### src/rtl/kb_ascii_fifo.sv
// Keyboard make-code to ASCII translator feeding a show-ahead FIFO.
// Translation happens on the write side, so the FIFO stores plain 8-bit ASCII.
module kb_ascii_fifo #(
    parameter int unsigned AW = 3
) (
    input  logic          clk,
    input  logic          reset,
    input  logic [7:0]    scan_code_i,
    input  logic          scan_code_ready_i,
    input  logic          letter_case_i,
    input  logic          rd_en_i,
    input  logic          ovf_clr_i,
    output logic [7:0]    rd_data_o,
    output logic          empty_o,
    output logic          full_o,
    output logic [AW:0]   count_o,
    output logic          overflow_o
);

    localparam int unsigned Depth = 2 ** AW;

    logic [7:0]    mem_q [Depth];
    logic [AW-1:0] wr_ptr_q, wr_ptr_d;
    logic [AW-1:0] rd_ptr_q, rd_ptr_d;
    logic [AW:0]   count_q, count_d;
    logic          overflow_q, overflow_d;

    logic [7:0]    ascii;
    logic          mapped;
    logic          is_letter;
    logic          push, pop, drop;

    // Letters decode to lower case; upper case is derived by clearing bit 5.
    always_comb begin
        ascii     = 8'h00;
        mapped    = 1'b1;
        is_letter = 1'b1;
        case (scan_code_i)
            8'h1C: ascii = 8'h61;
            8'h32: ascii = 8'h62;
            8'h21: ascii = 8'h63;
            8'h23: ascii = 8'h64;
            8'h24: ascii = 8'h65;
            8'h2B: ascii = 8'h66;
            8'h34: ascii = 8'h67;
            8'h33: ascii = 8'h68;
            8'h43: ascii = 8'h69;
            8'h3B: ascii = 8'h6A;
            8'h42: ascii = 8'h6B;
            8'h4B: ascii = 8'h6C;
            8'h3A: ascii = 8'h6D;
            8'h31: ascii = 8'h6E;
            8'h44: ascii = 8'h6F;
            8'h4D: ascii = 8'h70;
            8'h15: ascii = 8'h71;
            8'h2D: ascii = 8'h72;
            8'h1B: ascii = 8'h73;
            8'h2C: ascii = 8'h74;
            8'h3C: ascii = 8'h75;
            8'h2A: ascii = 8'h76;
            8'h1D: ascii = 8'h77;
            8'h22: ascii = 8'h78;
            8'h35: ascii = 8'h79;
            8'h1A: ascii = 8'h7A;
            8'h45: begin ascii = 8'h30; is_letter = 1'b0; end
            8'h16: begin ascii = 8'h31; is_letter = 1'b0; end
            8'h1E: begin ascii = 8'h32; is_letter = 1'b0; end
            8'h26: begin ascii = 8'h33; is_letter = 1'b0; end
            8'h25: begin ascii = 8'h34; is_letter = 1'b0; end
            8'h2E: begin ascii = 8'h35; is_letter = 1'b0; end
            8'h36: begin ascii = 8'h36; is_letter = 1'b0; end
            8'h3D: begin ascii = 8'h37; is_letter = 1'b0; end
            8'h3E: begin ascii = 8'h38; is_letter = 1'b0; end
            8'h46: begin ascii = 8'h39; is_letter = 1'b0; end
            8'h29: begin ascii = 8'h20; is_letter = 1'b0; end
            8'h5A: begin ascii = 8'h0D; is_letter = 1'b0; end
            8'h66: begin ascii = 8'h08; is_letter = 1'b0; end
            default: begin
                mapped    = 1'b0;
                is_letter = 1'b0;
            end
        endcase
        if (is_letter && letter_case_i) begin
            ascii[5] = 1'b0;
        end
    end

    assign empty_o = (count_q == '0);
    // Occupancy never exceeds Depth, so the MSB alone marks full.
    assign full_o  = count_q[AW];

    assign pop  = rd_en_i && !empty_o;
    assign push = scan_code_ready_i && mapped && (!full_o || pop);
    assign drop = scan_code_ready_i && mapped && full_o && !pop;

    always_comb begin
        wr_ptr_d   = wr_ptr_q;
        rd_ptr_d   = rd_ptr_q;
        count_d    = count_q;
        overflow_d = overflow_q;
        if (push) wr_ptr_d = wr_ptr_q + AW'(1);
        if (pop)  rd_ptr_d = rd_ptr_q + AW'(1);
        case ({push, pop})
            2'b10:   count_d = count_q + (AW + 1)'(1);
            2'b01:   count_d = count_q - (AW + 1)'(1);
            default: count_d = count_q;
        endcase
        if (drop) begin
            overflow_d = 1'b1;
        end else if (ovf_clr_i) begin
            overflow_d = 1'b0;
        end
    end

    always_ff @(posedge clk or posedge reset) begin
        if (reset) begin
            wr_ptr_q   <= '0;
            rd_ptr_q   <= '0;
            count_q    <= '0;
            overflow_q <= 1'b0;
        end else begin
            wr_ptr_q   <= wr_ptr_d;
            rd_ptr_q   <= rd_ptr_d;
            count_q    <= count_d;
            overflow_q <= overflow_d;
        end
    end

    // Storage is not reset; the head is masked while empty instead.
    always_ff @(posedge clk) begin
        if (push) begin
            mem_q[wr_ptr_q] <= ascii;
        end
    end

    assign rd_data_o  = empty_o ? 8'h00 : mem_q[rd_ptr_q];
    assign count_o    = count_q;
    assign overflow_o = overflow_q;

endmodule

### config.mk
export PLATFORM = sky130hd
export DESIGN_NAME = kb_ascii_fifo
export DESIGN_NICKNAME = d
export VERILOG_FILES = /design/src/rtl/kb_ascii_fifo.sv
export SDC_FILE = /design/constraint.sdc
export NUM_CORES = 1
export LEC_CHECK = 0
export ABC_AREA = 1
export CORE_MARGIN = 4
export CORE_UTILIZATION = 58
export DETAILED_ROUTE_END_ITERATION = 8
export HOLD_SLACK_MARGIN = 0.02
export PLACE_DENSITY = 0.8
export SYNTH_ARGS = -nofsm -noshare
export SYNTH_HDL_FRONTEND = slang
export SYNTH_SLANG_ARGS = --single-unit
### constraint.sdc
create_clock -name clk -period 3.09 [get_ports clk]
set_clock_uncertainty 0.05 [all_clocks]
set_input_delay 0.618 -clock clk [delete_from_list [all_inputs] [get_ports clk]]
set_output_delay 0.618 -clock clk [all_outputs]
set_load 0.01 [all_outputs]
==> results.cfg <==
[setup_path]
cp_num_buf_inv = 3
cp.required_ns = 3.30
path_common_cell = nand2_1
path_depth = 18
worstPathArrival_ns = 3.20
crit_fanout = 5
slowest_delay_ns = 0.53
cp_cell_sequence = clkdlybuf4s50_1, inv_1, nand2_1, nor2_1, buf_4, nand2_1, nand2_1, nor2_1, nand2_2, nor2_4, nand3_4, nand3_4, ha_4, xor2_2, ha_2, a21oi_2, xor2_1, o21ai_0
crit_path_start = scan_code_i[2]
cpMaxStageDelayCell = clkdlybuf4s50_1
cp-end-kind = register
critPathKind = primary input to register
ff2ff_path_depth = 11
critical-path-top-delay-family = simple AND/OR/NAND/NOR gates
cp-start-kind = primary input
r2r_start = count_o[1]

[finish]
layout-drive-gt1-share_pct = 22.9
antennaDiodeCount = 0
area_growth_pct = 28.1
multi_input_area_um2 = 1470
nFillCells = 375
final-seq-area_um2 = 1960
nNetsFinal = 491
instances_no_fill = 552
fin_util_pct = 76.5

[outcome]
status = complete, no violations

[synthesis]
yosys.cell_count.top_type = nand2_1
synth_fa_ha_area_share_pct = 1.77
synthXorXnorAreaFrac_pct = 1.98
ys.flop_type = edfxtp_1
muxShareOfSynthArea_pct = 0
synth-compound-area-share_pct = 9.45
syn_area_um2 = 3530
synth_top_family_by_area = simple AND/OR/NAND/NOR gates
synth-simple-area-share_pct = 26.8
synthArstFlopShare_pct = 16.4
syn_nets = 410
yosysTopAreaCellShare_pct = 47.6
yosysTopAreaCell = edfxtp_1
synth_cell_types = 33
yosysSeqAreaShare_pct = 55.4
synth_area_leaders = edfxtp_1, nand2_1, nor2_1
synth_seq_cells = 67
yosysWarnings = 0
synth_edf_count = 56
syn_inst = 391
ys_top_cells_by_count = nand2_1, nor2_1, edfxtp_1
syn_avg_cell_area_um2 = 9.04

[run]
maxCapViolations = 0

[routing]
wl_per_cell_um = 16.5
num_vias = 3069
drc_errors = 0
drtPass1Iterations = 5
ant_nets = 0
viasPerCell = 5.56
finalWirelength_mm = 9.10
dr.first_iter.drc_count = 222

[floorplan]
dieArea_um2 = 7410
core_area_um2 = 5920
top_level_ports = 29
dieHeight_um = 86.1
initial_core_util_pct = 59.7
num_rows = 28
die_width_um = 86.1

[pwr]
max-vdd-ir-drop_mv = 0.801
pwr_density_cell_nw_per_um2 = 728
power.leakage_nw = 1.92

[timing]
final-setup-viol-count = 0
fin_crit_sh_pct = 96.6
period_minus_slack_ns = 2.99
relSlewSlack_pct = 64.9
fmax_mhz = 335
rsz0062_at_grt = yes
holdWs_ns = 0.443
slew_violations = 0
hold_viol = 0
tightest_slew_ns = 0.526

[clock_tree]
ctsLongestPathBuffers = 2
worstSkewPairLatency_ns = 0.34
ctsHoldBuffers = 0
clk_pin_slew_ns = 0.07
cts_resized = 0
cts_tree = yes
numCtsBuffers = 9
ctsHtreeMaxLevel = 3
cts_setup_buffers = 0
clock-sinks = 67
cts_root_buf = clkbuf_8

[hold_path]
hold_path_class = register to register
hold_depth = 2
holdCritStartpoint = overflow_o

[place]
dp_hpwl_mm = 6.39
gp_congestion = 0.913
dpl.cell_count = 536
portBuffers = 27

[global_route]
grt_pass1_vias = 3038
grt_use_total_pct = 25.8
antenna_found_initial = 0
globalRouteOverflowTotal = 0
grt_max_degree = 30
grt_pass1_wl_mm = 14.4
-- cells by family after synthesis --
kind of cell,after synthesis
AND/OR/NAND/NOR,209
flip-flops,67
AO/OA/AOI/OAI,62
buffers and inverters,39
XOR/XNOR,8
adder cells (fa/ha/maj),5
other,1
-- tightest hold or removal path, delay by kind of cell (launching register included) --
family	cells	cell delay, ns
compound gates	1	0.06
flops	1	0.35
simple gates	1	0.05
-- through the flow --
step | power, mW | setup WS [ns] | setup TNS (ns) | area [um^2]
2_1_floorplan | 1.91 | 0.399 | 0 | 3530
3_3_place_gp | 2.39 | -0.222 | -0.492 | 4250
3_5_place_dp | 2.46 | -0.299 | -0.735 | 4250
4_1_cts | 3.24 | 0.0461 | 0 | 4470
5_1_grt | 3.48 | -0.0889 | -0.141 | 4530
6_report | 3.30 | 0.104 | 0 | 4530
-- layout make-up --
class / instances / area share [%]
Clock buffer: 9 / 2.74
Clock inverter: 7 / 2.05
Inverter: 27 / 2.32
Multi-Input combinational cell: 285 / 32.4
Sequential cell: 67 / 43.2
Tap cell: 75 / 2.07
Timing Repair Buffer: 82 / 15.1
-- final timing paths --
path,endpoint,slack (ns)
setup / recovery,count_o[2],0.10
min in group asynchronous,wr_ptr_q[0],0.53
hold / removal,overflow_o,0.44
hold reg to reg,overflow_o,0.44
setup reg to reg,count_o[2],0.41
max in group asynchronous,rd_ptr_q[1],2.14
-- power by group --
group          internal [mW]  switching [mW]  total (mW)  leakage, nW
clock                  0.451           0.331       0.781        0.103
sequential              1.06          0.0920        1.15        0.652
combinational          0.584           0.776        1.36         1.17
-- cell usage in the layout, fill, tap and decap left out, drive strengths merged --
cell,n
nand2,94
nor2,87
edfxtp,56
buf,55
o21ai,41
clkdlybuf4s50,26
inv,26
dfrtp,11
nand4,11
clkbuf,9
nand3,8
o22ai,7
a31oi,7
xor2,6
a21oi,5
ha,5
nor4,4
clkinvlp,3
clkinv,3
xnor2,2
nor3,2
bufinv,2
and2,1
nor3b,1
o2111ai,1
a211oi,1
or2,1
conb,1
dlymetal6s2s,1
-- metal layers --
metal	track usage, %	vias to the layer above	routed length, um
met2	48.1	128	4980
met3	4.13	25	512
met1	27.6	1426	3280
li1	-	1490	-
met5	0	-	0
met4	13.7	0	334
-- state kept, by name, indices dropped and copies added (netlist names) --
register	cells
count_o	4
rd_ptr_q	3
wr_ptr_q	3
overflow_o	1
mem_q	56
Power figures use the tool's default switching activity.
